## config.mk

```make
export PLATFORM = sky130hd
export DESIGN_NAME = score_display_driver
export DESIGN_NICKNAME = d
export VERILOG_FILES = /design/src/rtl/score_display_pkg.sv /design/src/rtl/score_seg7_decoder.sv /design/src/rtl/score_display_driver.sv
export SDC_FILE = /design/constraint.sdc
export NUM_CORES = 1
export LEC_CHECK = 0
export BUFFER_PORTS_ARGS = -buffer_cell sky130_fd_sc_hd__buf_4
export CAP_MARGIN = 20
export CORE_ASPECT_RATIO = 1.75
export CORE_MARGIN = 10
export CORE_UTILIZATION = 35
export DETAILED_ROUTE_END_ITERATION = 6
export PLACE_DENSITY_LB_ADDON = 0.3
export SYNTH_ARGS = -nofsm -noshare
export SYNTH_HDL_FRONTEND = slang
export SYNTH_HIERARCHICAL = 1
export SYNTH_SLANG_ARGS = --single-unit
```

## constraint.sdc

```tcl
create_clock -name CLK -period 2.9 [get_ports CLK]
set_clock_uncertainty 0.1 [all_clocks]
set_input_delay 0 -clock CLK [delete_from_list [all_inputs] [get_ports CLK]]
set_output_delay 0 -clock CLK [all_outputs]
set_load 0.02 [all_outputs]
```

## src/rtl/score_display_pkg.sv

```systemverilog
// Shared constants for the score display driver.
//   - SEG_* : active-low 7-segment patterns, bit order {g,f,e,d,c,b,a}
//   - CODE_*: 4-bit digit codes fed to the segment decoder (0..9, blank, dash)
//   - state_t: display mode FSM encoding
//   - DIGIT_W: width of the digit-slot index (4 digits)
package score_display_pkg;

   localparam int DIGIT_W = 2;

   localparam logic [6:0] SEG_0     = 7'b1000000;
   localparam logic [6:0] SEG_1     = 7'b1111001;
   localparam logic [6:0] SEG_2     = 7'b0100100;
   localparam logic [6:0] SEG_3     = 7'b0110000;
   localparam logic [6:0] SEG_4     = 7'b0011001;
   localparam logic [6:0] SEG_5     = 7'b0010010;
   localparam logic [6:0] SEG_6     = 7'b0000010;
   localparam logic [6:0] SEG_7     = 7'b1111000;
   localparam logic [6:0] SEG_8     = 7'b0000000;
   localparam logic [6:0] SEG_9     = 7'b0010000;
   localparam logic [6:0] SEG_BLANK = 7'b1111111;
   localparam logic [6:0] SEG_DASH  = 7'b0111111;

   localparam logic [3:0] CODE_BLANK = 4'hA;
   localparam logic [3:0] CODE_DASH  = 4'hB;

   typedef enum logic [1:0] {
      SHOW  = 2'd0,
      FLASH = 2'd1,
      WIN   = 2'd2
   } state_t;

endpackage

```

## src/rtl/score_seg7_decoder.sv

```systemverilog
// Combinational digit-code to 7-segment decoder.
//   code  : 0..9 digit, CODE_BLANK, or CODE_DASH (other codes decode blank)
//   seg_n : active-low segments {g,f,e,d,c,b,a}
module score_seg7_decoder
   import score_display_pkg::*;
(
   input  logic [3:0] code,
   output logic [6:0] seg_n
);

   always_comb begin
      seg_n = SEG_BLANK;
      case (code)
         4'd0:      seg_n = SEG_0;
         4'd1:      seg_n = SEG_1;
         4'd2:      seg_n = SEG_2;
         4'd3:      seg_n = SEG_3;
         4'd4:      seg_n = SEG_4;
         4'd5:      seg_n = SEG_5;
         4'd6:      seg_n = SEG_6;
         4'd7:      seg_n = SEG_7;
         4'd8:      seg_n = SEG_8;
         4'd9:      seg_n = SEG_9;
         CODE_DASH: seg_n = SEG_DASH;
         default:   seg_n = SEG_BLANK;
      endcase
   end

endmodule

```

## src/rtl/score_display_driver.sv

```systemverilog
// Time-multiplexed 4-digit common-anode display driver for a 0..10 score.
// Shows the score on digits 1,0, lights digit-0 DP for FLASH_TICKS refresh
// ticks after any score change, and blinks the display while the score is 10.
//   CLK     : system clock
//   RESET_N : asynchronous active-low reset
//   SCORE   : score from the counter (legal 0..10, 11..15 shown as dashes)
//   AN_N    : digit anodes, active low, bit 0 = rightmost digit
//   SEG_N   : segments {g,f,e,d,c,b,a}, active low
//   DP_N    : decimal point, active low
module score_display_driver
   import score_display_pkg::*;
#(
   parameter int REFRESH_DIV = 50000,
   parameter int FLASH_TICKS = 250,
   parameter int BLINK_TICKS = 500
) (
   input  logic       CLK,
   input  logic       RESET_N,
   input  logic [3:0] SCORE,
   output logic [3:0] AN_N,
   output logic [6:0] SEG_N,
   output logic       DP_N
);

   localparam int PRE_W = $clog2(REFRESH_DIV);
   localparam int FL_W  = (FLASH_TICKS > 1) ? $clog2(FLASH_TICKS) : 1;
   localparam int BL_W  = (BLINK_TICKS > 1) ? $clog2(BLINK_TICKS) : 1;

   localparam logic [PRE_W-1:0] PRE_LAST = PRE_W'(REFRESH_DIV - 1);
   localparam logic [FL_W-1:0]  FL_LAST  = FL_W'(FLASH_TICKS - 1);
   localparam logic [BL_W-1:0]  BL_LAST  = BL_W'(BLINK_TICKS - 1);

   logic [3:0]         score_q, score_prev;
   logic [PRE_W-1:0]   pre_cnt;
   logic [DIGIT_W-1:0] strobe;
   state_t             state, state_nxt;
   logic [FL_W-1:0]    flash_cnt, flash_nxt;
   logic [BL_W-1:0]    blink_cnt, blink_nxt;
   logic               blink_off, blink_off_nxt;
   logic               tick, change, is_win;

   assign tick   = (pre_cnt == PRE_LAST);
   assign change = (score_q != score_prev);
   assign is_win = (score_q == 4'd10);

   // Prescaler, digit strobe and input pipeline
   always_ff @(posedge CLK or negedge RESET_N) begin
      if (!RESET_N) begin
         pre_cnt    <= '0;
         strobe     <= '0;
         score_q    <= '0;
         score_prev <= '0;
      end else begin
         pre_cnt    <= tick ? '0 : pre_cnt + 1'b1;
         if (tick) strobe <= strobe + 1'b1;
         score_q    <= SCORE;
         score_prev <= score_q;
      end
   end

   always_ff @(posedge CLK or negedge RESET_N) begin
      if (!RESET_N) begin
         state     <= SHOW;
         flash_cnt <= '0;
         blink_cnt <= '0;
         blink_off <= 1'b0;
      end else begin
         state     <= state_nxt;
         flash_cnt <= flash_nxt;
         blink_cnt <= blink_nxt;
         blink_off <= blink_off_nxt;
      end
   end

   // Mode FSM. Reaching 10 always wins over the flash; a fresh change while
   // flashing restarts the flash even on the tick that would have ended it.
   always_comb begin
      state_nxt     = state;
      flash_nxt     = flash_cnt;
      blink_nxt     = blink_cnt;
      blink_off_nxt = blink_off;
      case (state)
         SHOW: begin
            if (change) begin
               if (is_win) begin
                  state_nxt     = WIN;
                  blink_nxt     = '0;
                  blink_off_nxt = 1'b0;
               end else begin
                  state_nxt = FLASH;
                  flash_nxt = '0;
               end
            end
         end
         FLASH: begin
            if (is_win) begin
               state_nxt     = WIN;
               flash_nxt     = '0;
               blink_nxt     = '0;
               blink_off_nxt = 1'b0;
            end else if (change) begin
               flash_nxt = '0;
            end else if (tick) begin
               if (flash_cnt == FL_LAST) begin
                  state_nxt = SHOW;
                  flash_nxt = '0;
               end else begin
                  flash_nxt = flash_cnt + 1'b1;
               end
            end
         end
         WIN: begin
            if (!is_win) begin
               state_nxt     = SHOW;
               blink_nxt     = '0;
               blink_off_nxt = 1'b0;
            end else if (tick) begin
               if (blink_cnt == BL_LAST) begin
                  blink_nxt     = '0;
                  blink_off_nxt = ~blink_off;
               end else begin
                  blink_nxt = blink_cnt + 1'b1;
               end
            end
         end
         default: state_nxt = SHOW;
      endcase
   end

   // Digit selection for the current slot
   logic [3:0] units_code, tens_code, slot_code;
   logic [6:0] seg_dec;
   logic       lit;

   always_comb begin
      units_code = score_q;
      tens_code  = CODE_BLANK;
      if (is_win) begin
         units_code = 4'd0;
         tens_code  = 4'd1;
      end else if (score_q > 4'd10) begin
         units_code = CODE_DASH;
         tens_code  = CODE_DASH;
      end
      case (strobe)
         2'd0:    slot_code = units_code;
         2'd1:    slot_code = tens_code;
         default: slot_code = CODE_BLANK;
      endcase
   end

   score_seg7_decoder u_dec (
      .code  (slot_code),
      .seg_n (seg_dec)
   );

   // A dark slot drives nothing: no anode, no segments, no DP
   assign lit = (slot_code != CODE_BLANK) && !(state == WIN && blink_off);

   always_ff @(posedge CLK or negedge RESET_N) begin
      if (!RESET_N) begin
         AN_N  <= 4'b1111;
         SEG_N <= SEG_BLANK;
         DP_N  <= 1'b1;
      end else begin
         AN_N  <= lit ? ~(4'b0001 << strobe) : 4'b1111;
         SEG_N <= lit ? seg_dec : SEG_BLANK;
         DP_N  <= ~(lit && state == FLASH && strobe == 2'd0);
      end
   end

endmodule
```

==> results of run 1 <==
power by group through the flow:
stage / Combinational, mW / Clock, mW / Sequential, mW
6_report: 0.147 / 1.14 / 0.854
5_1_grt: 0.165 / 1.20 / 0.857
4_1_cts: 0.150 / 1.16 / 0.854
3_5_place_dp: 0.144 / 0 / 0.867
3_3_place_gp: 0.144 / 0 / 0.867
2_1_floorplan: 0.0718 / 0 / 0.881
layout by cell type, fill, tap and decap left out, drive strengths merged, types with 6 or more instances in the layout:
cell type  synthesis  layout
nand2             24      24
dfrtp             46      46
nand4              7       7
o21ai              7       7
nand2b            11      11
dfstp             12      12
inv               12      12
nand3             17      17
clkbuf             1      10
buf               13      22
mux2i              6       6
a21oi             20      20
and3               6       6
ha                14      14
xnor2             11      11
xor2              10      10
nor2              30      30
cells by family (layout without fill, tap and decap cells):
logic type	after synthesis	count (layout)	share of synthesized area (%)
xor gates and xnor gates	21	21	5.92
AOI/OAI and AO/OA	53	53	12.8
adders and majority gates	14	14	5.63
buffers and inverters	26	55	4.18
muxes	7	7	2.29
and+or+nand+nor	124	124	22.1
DFF	58	58	47.2
path summary, 6_finish.rpt:
kind                       slack, ns             to        from  depth (start not counted)
setup / recovery                0.39        AN_N[2]   strobe[0]                          7
hold / removal                  0.18  score_prev[3]     RESET_N                          2
setup reg to reg                0.39        AN_N[2]   strobe[0]                          7
hold reg to reg                 0.38  score_prev[0]  score_q[0]                          0
max in group asynchronous       2.05   blink_cnt[7]     RESET_N                          2
min in group CLK                0.23     score_q[2]    SCORE[2]                          2
sequential cells by signal, summed over array words and instances (netlist names):
name        flops
flash_cnt       8
AN_N            4
strobe          2
DP_N            1
pre_cnt        16
score_prev      4
SEG_N           7
blink_off       1
score_q         4
blink_cnt       9
state           2
layer usage:
layer / up-vias / wire [µm] / part of all wire, %
met5: - / 0 / 0
met4: 0 / 149 / 2.4
met1: 1086 / 2460 / 39
li1: 1113 / - / -
met3: 10 / 224 / 3.5
met2: 41 / 3490 / 55
critical path, cell delays in order (launching register included):
cell,delay (ns)
dfrtp_1,0.39
inv_1,0.13
ha_1,0.26
inv_1,0.07
o21ai_0,0.44
nor3b_1,0.11
a22oi_1,0.75
nand2_1,0.16
area by class of cell:
type	count	area, µm²	area share (%)
Clock inverter	6	80.1	2.16
Sequential cell	58	1470	39.6
Inverter	12	45.0	1.22
Multi-Input combinational cell	219	1510	40.8
Clock buffer	10	239	6.45
Timing Repair Buffer	27	215	5.81
Tap cell	117	146	3.95
stage by stage:
step / hold slack [ns] / util [%] / setup slack (ns)
after floorplan: -0.396 / - / 0.720
after global placement: 0.00982 / 38.5 / 0.439
after detailed placement: 0.0124 / 38.5 / 0.340
after CTS: 0.209 / 42.7 / 0.331
after global routing: 0.234 / 42.7 / 0.130
final: 0.179 / 42.7 / 0.387
==> impl_metrics.json, run 1 <==
{
  "status": "complete, no violations",
  "clk_latency_ns": 0.33,
  "synthArstFlopShare_pct": 100,
  "vdd_drop_max_mv": 0.310,
  "placedCellCount": 428,
  "hold_viol_final": 0,
  "syn2layout_area_growth_pct": 19.2,
  "drt_iter0_markers": 104,
  "grtUsageMet2_pct": 19.6,
  "clk_pin_slew_ns": 0.05,
  "p_per_area_nw_per_um2": 577,
  "stdcell_count": 449,
  "setup_tns_ns": 0,
  "p_clk_share_pct": 53.2,
  "drt-total-wl_mm": 6.33,
  "p_leak_nw": 1.62,
  "synth.most_common_cell": "dfrtp_1",
  "cts-resized-gates": 0,
  "insertedDiodeCount": 0,
  "antenna_found_initial": 0,
  "num_rows": 45,
  "first_global_vias": 2404,
  "yosys.area.top_type": "dfrtp_1",
  "drc": 0,
  "nets": 347,
  "dr.pass1.iters": 4,
  "cts_buffers": 9,
  "clock-sinks": 58,
  "p_switching_uw": 472,
  "die_h_um": 145,
  "yosysTopAreaCellShare_pct": 37.0,
  "setup_viol_count_final": 0,
  "grtUsageMet1_pct": 10.6,
  "p_comb_share_pct": 6.8,
  "ys_warn_count": 6,
  "final_cell_area_um2": 3700,
  "via_count": 2250,
  "rsz0062_at_grt": "no",
  "drv_slew": 0,
  "numPortBuffers": 17,
  "setup.worst_path.class": "reg2reg",
  "grt_max_degree": 59,
  "clockBufferDepth": 2,
  "ctsHoldBuffers": 5,
  "timing.slew.headroom_pct": 35.4,
  "fmax_mhz": 398,
  "yosys_most_used_dff": "dfrtp_1",
  "routedWlPerCell_um": 14.1,
  "h-tree-depth": 3,
  "via_per_inst": 5.01,
  "cts_tree": "yes",
  "met3_usage_pct": 2.94,
  "avgSynthCellArea_um2": 10.3,
  "synth.cell_area_um2": 3110,
  "mappedNetlistNets": 323,
  "arrival_ns": 2.64,
  "grt_usage_pct": 10.7,
  "die_width_um": 91.3,
  "internal_power_mw": 1.67,
  "ys_top_cells_by_area": "dfrtp_1 (37%), dfstp_2 (10%), ha_1 (5.6%), nor2_1 (3.6%), xnor2_1 (3.1%)",
  "cp_max_fo": 12,
  "num-fill-cells": 859,
  "cp.required_ns": 3.02,
  "grt_overflow": 0,
  "dp_hpwl_mm": 4.41,
  "worstMarginPinSlew_ns": 0.970,
  "final.period_utilization_pct": 86.7,
  "cts_root_buf": "clkbuf_16",
  "hold_class": "in2async",
  "synthDistinctLibCells": 53,
  "end_kind": "register",
  "maxCapViolations": 0,
  "grt-busiest-layer": "met2",
  "period_needed_ns": 2.51,
  "postCtsSetupBuffers": 0,
  "startpoint_type": "register",
  "placed_area_um2": 3340,
  "synth_common_cells": "dfrtp_1 (46), nor2_1 (30), nand2_1 (24)",
  "ys_ff_latch": 58,
  "drive_gt1_share_pct": 18.7,
  "p_sw_share_pct": 22.1,
  "die_area_um2": 13200,
  "core_area_um2": 8670,
  "power_mw": 2.14,
  "synth_edf_count": 0,
  "synth-seq-area-share_pct": 47.2,
  "seq_power_share_pct": 39.9,
  "netlist_instances": 303,
  "io_pins": 18,
  "grt_pass1_wl_mm": 11.3,
  "start_util_pct": 35.9,
  "gp_congestion": 0.858,
  "postRouteAntennaNets": 0
}
Power figures use the tool's default switching activity.
==> inputs of run 2 (changes only) <==
--- a/config.mk
+++ b/config.mk
@@ -8,10 +8,11 @@
 export BUFFER_PORTS_ARGS = -buffer_cell sky130_fd_sc_hd__buf_4
 export CAP_MARGIN = 20
 export CORE_ASPECT_RATIO = 1.75
-export CORE_MARGIN = 10
+export CORE_MARGIN = 2
 export CORE_UTILIZATION = 35
 export DETAILED_ROUTE_END_ITERATION = 6
 export PLACE_DENSITY_LB_ADDON = 0.3
+export REMOVE_ABC_BUFFERS = 1
 export SYNTH_ARGS = -nofsm -noshare
 export SYNTH_HDL_FRONTEND = slang
 export SYNTH_HIERARCHICAL = 1
==> impl_metrics.json, run 2 (synthesis gave the netlist of run 1 again) <==
{
  "status": "complete, no violations",
  "critPathMaxStageDelay_ns": 0.76,
  "postRouteAntennaNets": 0,
  "reg.largest.list": "pre_cnt x16, blink_cnt x9, flash_cnt x8",
  "gp_congestion": 0.735,
  "power_mw": 2.21,
  "cts_buffers": 9,
  "drv_slew": 0,
  "grt_usage_pct": 14.5,
  "dp_hpwl_mm": 4.26,
  "r2r_start": "score_q[3]",
  "die_h_um": 129,
  "antenna_found_initial": 0,
  "syn2layout_area_growth_pct": 19.9,
  "hold_class": "in2async",
  "setup.worst_path.class": "reg2reg",
  "r2r_cells": 5,
  "h-tree-depth": 3,
  "first_global_vias": 2494,
  "via_count": 2296,
  "cp_slowest_cell": "o21ai_2",
  "path_cells": "xnor2_1 > nand4_2 > o21ai_2 > nand2_1 > mux2_2",
  "cts_root_buf": "clkbuf_16",
  "insertedDiodeCount": 0,
  "maxCapViolations": 0,
  "end_kind": "register",
  "die_area_um2": 9680,
  "period_needed_ns": 2.40,
  "die_width_um": 75.3,
  "grt_overflow": 0,
  "regMostFlops": "pre_cnt",
  "postCtsSetupBuffers": 0,
  "setup_tns_ns": 0,
  "clock-sinks": 58,
  "r2r_end": "blink_cnt[0]",
  "crit_buf_inv": 0,
  "drt_iter0_markers": 113,
  "clk_latency_ns": 0.33,
  "p_per_area_nw_per_um2": 594,
  "grt_pass1_wl_mm": 10.8,
  "drc": 0,
  "cp_max_fo": 20,
  "dr.pass1.iters": 4,
  "clockBufferDepth": 2,
  "grt_max_degree": 59,
  "cts-resized-gates": 0,
  "startpoint_type": "register",
  "nets": 346,
  "largest_reg_flops": 16,
  "rsz0062_at_grt": "no",
  "cp.required_ns": 3.01,
  "ctsHoldBuffers": 5,
  "via_per_inst": 5.13,
  "routedWlPerCell_um": 14.0,
  "final_cell_mix": "dfrtp_1 (46), nor2_1 (30), nand2_1 (24), buf_4 (21), a21oi_1 (19)",
  "clk_pin_slew_ns": 0.05,
  "io_pins": 18,
  "cp_top_family": "compound AO/OA/AOI/OAI gates",
  "p_leak_nw": 1.62,
  "core_area_um2": 8670,
  "placed_area_um2": 3330,
  "drt-total-wl_mm": 6.26,
  "start_util_pct": 35.9,
  "arrival_ns": 2.52,
  "vdd_drop_max_mv": 0.373,
  "reg2reg_slack_ns": 0.50,
  "hold_viol_final": 0,
  "final_cell_area_um2": 3730,
  "cts_tree": "yes",
  "num_rows": 45,
  "timing.slew.headroom_pct": 34.4,
  "fmax_mhz": 416,
  "final.period_utilization_pct": 82.9,
  "setup_viol_count_final": 0,
  "worstMarginPinSlew_ns": 0.983,
  "numPortBuffers": 17,
  "drive_gt1_share_pct": 18.4,
  "layout_commonest_cell": "dfrtp_1"
}
-- run 2: layout make-up --
cell class	instances	area, µm²
flip-flops and latches	58	1470
fillers	867	4940
repair buffers	26	208
multi-input cells	219	1510
clock inverters	3	68.8
well taps	117	146
inverters	12	45.0
clock buffers	13	280
-- run 2: how the worst max path moves through the flow --
stage | depth (start not counted) | slack, ns | end | from
5_1_grt | 5 | 0.27 | blink_cnt[0] | score_q[2]
3_5_place_dp | 5 | 0.51 | SEG_N[2] | score_q[2]
3_3_place_gp | 5 | 0.57 | SEG_N[2] | score_q[2]
2_1_floorplan | 6 | 0.67 | blink_off | pre_cnt[0]
4_1_cts | 6 | 0.50 | SEG_N[2] | strobe[0]
6_report | 5 | 0.50 | blink_cnt[0] | score_q[3]
-- run 2: metrics by stage --
stage	hold slack (ns)	instances	util (%)	setup WS (ns)
finish	0.174	448	43.0	0.497
global route	0.231	448	43.0	0.267
CTS	0.205	448	43.0	0.497
detailed placement	0.0157	427	38.4	0.515
global placement	0.0143	427	38.4	0.565
floorplan	-0.396	289	-	0.669
-- run 2: per-layer routing --
metal,share of wire [%],track usage (%),wire [µm],vias to the layer above
met5,0,0,0,-
met4,2.6,6.91,163,0
met3,3.1,4.23,197,15
met2,54,25.6,3380,50
met1,40,15.4,2520,1125
li1,-,-,-,1106
-- run 2: worst reg2reg max path, stage by stage, from the launching register on --
cell and delay [ns]:
dfrtp_1 0.47, xnor2_1 0.23, nand4_2 0.23, o21ai_2 0.76
nand2_1 0.18, mux2_2 0.32
-- run 2: where the power goes --
part / internal, mW / switching, mW / leakage (nW)
sequential: 0.841 / 0.0134 / 0.731
clock: 0.846 / 0.367 / 0.172
combinational: 0.0583 / 0.0867 / 0.721
total: 1.75 / 0.468 / 1.62
==> inputs of run 3 (changes only) <==
==> constraint.sdc (replaced) <==
create_clock -name CLK -period 2.15 [get_ports CLK]
set_clock_uncertainty 0.1 [all_clocks]
set_input_delay 0 -clock CLK [delete_from_list [all_inputs] [get_ports CLK]]
set_output_delay 0 -clock CLK [all_outputs]
set_load 0.02 [all_outputs]
==> impl_metrics.json, run 3 (synthesis gave the netlist of run 1 again) <==
{
  "start_util_pct": 35.9,
  "timing.slew.headroom_pct": 51.6,
  "fmax_mhz": 486,
  "num_rows": 45,
  "antenna_found_initial": 0,
  "final_cell_mix": "dfrtp_1 (44), buf_4 (32), nor2_1 (30), nand2_1 (24), a21oi_1 (19)",
  "status": "complete, no violations",
  "gp_congestion": 0.848,
  "drv_slew": 0,
  "cp_max_fo": 9,
  "vdd_drop_max_mv": 0.507,
  "placedCellCount": 439,
  "via_per_inst": 5.01,
  "hold_viol_final": 0,
  "largest_reg_flops": 16,
  "die_width_um": 75.3,
  "timing.hold.ws_ns": 0.172,
  "placed_area_um2": 3420,
  "final.period_utilization_pct": 95.6,
  "clockBufferDepth": 2,
  "core_area_um2": 8670,
  "syn2layout_area_growth_pct": 21.1,
  "setup_viol_count_final": 0,
  "setup.worst_path.class": "reg2reg",
  "regMostFlops": "pre_cnt",
  "clk_latency_ns": 0.33,
  "cp_slowest_cell": "dfrtp_1",
  "drive_gt1_share_pct": 22.2,
  "period_needed_ns": 2.06,
  "die_area_um2": 9680,
  "numPortBuffers": 17,
  "regArea_um2": 1470,
  "cts_root_buf": "clkbuf_16",
  "grt_usage_pct": 14.2,
  "worstMarginPinSlew_ns": 0.726,
  "postCtsSetupBuffers": 0,
  "final_cell_area_um2": 3770,
  "layout_commonest_cell": "dfrtp_1",
  "dr.pass1.iters": 4,
  "cp_top_family": "simple AND/OR/NAND/NOR gates",
  "grt_pass1_wl_mm": 10.3,
  "insertedDiodeCount": 0,
  "io_pins": 18,
  "maxCapViolations": 0,
  "h-tree-depth": 3,
  "multi_input_area_um2": 1520,
  "postRouteAntennaNets": 0,
  "drc": 0,
  "critPathMaxStageDelay_ns": 0.41,
  "grt_overflow": 0,
  "arrival_ns": 2.17,
  "cp.required_ns": 2.26,
  "clock-sinks": 58,
  "path_cells": "ha_1 > and3_1 > and4_2 > o21ai_4 > nand2_1 > mux2_2",
  "routedWlPerCell_um": 13.1,
  "drt_iter0_markers": 79,
  "end_kind": "register",
  "startpoint_type": "register",
  "via_count": 2306,
  "p_per_area_nw_per_um2": 724,
  "reg.largest.list": "pre_cnt x16, blink_cnt x9, flash_cnt x8",
  "nets": 358,
  "r2r_start": "pre_cnt[0]",
  "dp_hpwl_mm": 4.37,
  "cts_tree": "yes",
  "setup_tns_ns": 0,
  "cts_buffers": 9,
  "hold_class": "in2async",
  "critPathLaunch": "pre_cnt[0]",
  "num-fill-cells": 868,
  "stdcell_count": 460,
  "p_leak_nw": 1.65,
  "final_util_pct": 43.4,
  "first_global_vias": 2275,
  "die_h_um": 129,
  "crit_buf_inv": 0,
  "clk_pin_slew_ns": 0.05,
  "drt-total-wl_mm": 6.04,
  "grt_max_degree": 59
}
## run 3: worst paths after layout
path	to	slack, ns	cells after the start
worst max-delay path	blink_cnt[0]	0.09	6
worst min-delay path	flash_cnt[4]	0.17	2
worst max register to register	blink_cnt[0]	0.09	6
worst min register to register	pre_cnt[13]	0.39	1
max in group asynchronous	score_q[3]	1.25	2
min in group CLK	score_q[0]	0.22	2
## run 3: repair_timing
| action | in CTS | in global routing |
|---|---|---|
| setup endpoints to repair | 0 | 10 |
| endpoints found under the hold margin | 50 | 0 |
| resized for setup | 0 | 6 |
| hold buffers | 5 | 0 |
## run 3: cell type report
| cell class | instances | area share [%] |
|---|---|---|
| Multi-Input combinational cell | 219 | 40.3 |
| Sequential cell | 58 | 39.0 |
| Timing Repair Buffer | 38 | 8.01 |
| Clock buffer | 10 | 6.08 |
| Tap cell | 117 | 3.89 |
| Clock inverter | 6 | 1.56 |
| Inverter | 12 | 1.20 |
## run 3: per-layer routing
layer  global-route usage (%)  share of wire (%)
met5                        0                  0
met4                     7.12                2.5
met3                     3.76                1.7
met2                     25.0                 56
met1                     14.9                 40
## run 3: power by group
part           internal, mW  leakage [nW]  total (mW)  switching (mW)
Combinational        0.0856         0.778       0.204           0.119
Clock                 0.888         0.146        1.37           0.482
Sequential             1.13         0.729        1.15          0.0182
## run 3: stage by stage
step | power, mW | setup slack, ns
floorplan | 1.28 | -0.0815
detailed placement | 1.37 | 0.0941
global route | 2.84 | -0.00296
finish | 2.73 | 0.0938
CTS | 2.77 | 0.0694
global placement | 1.37 | 0.122
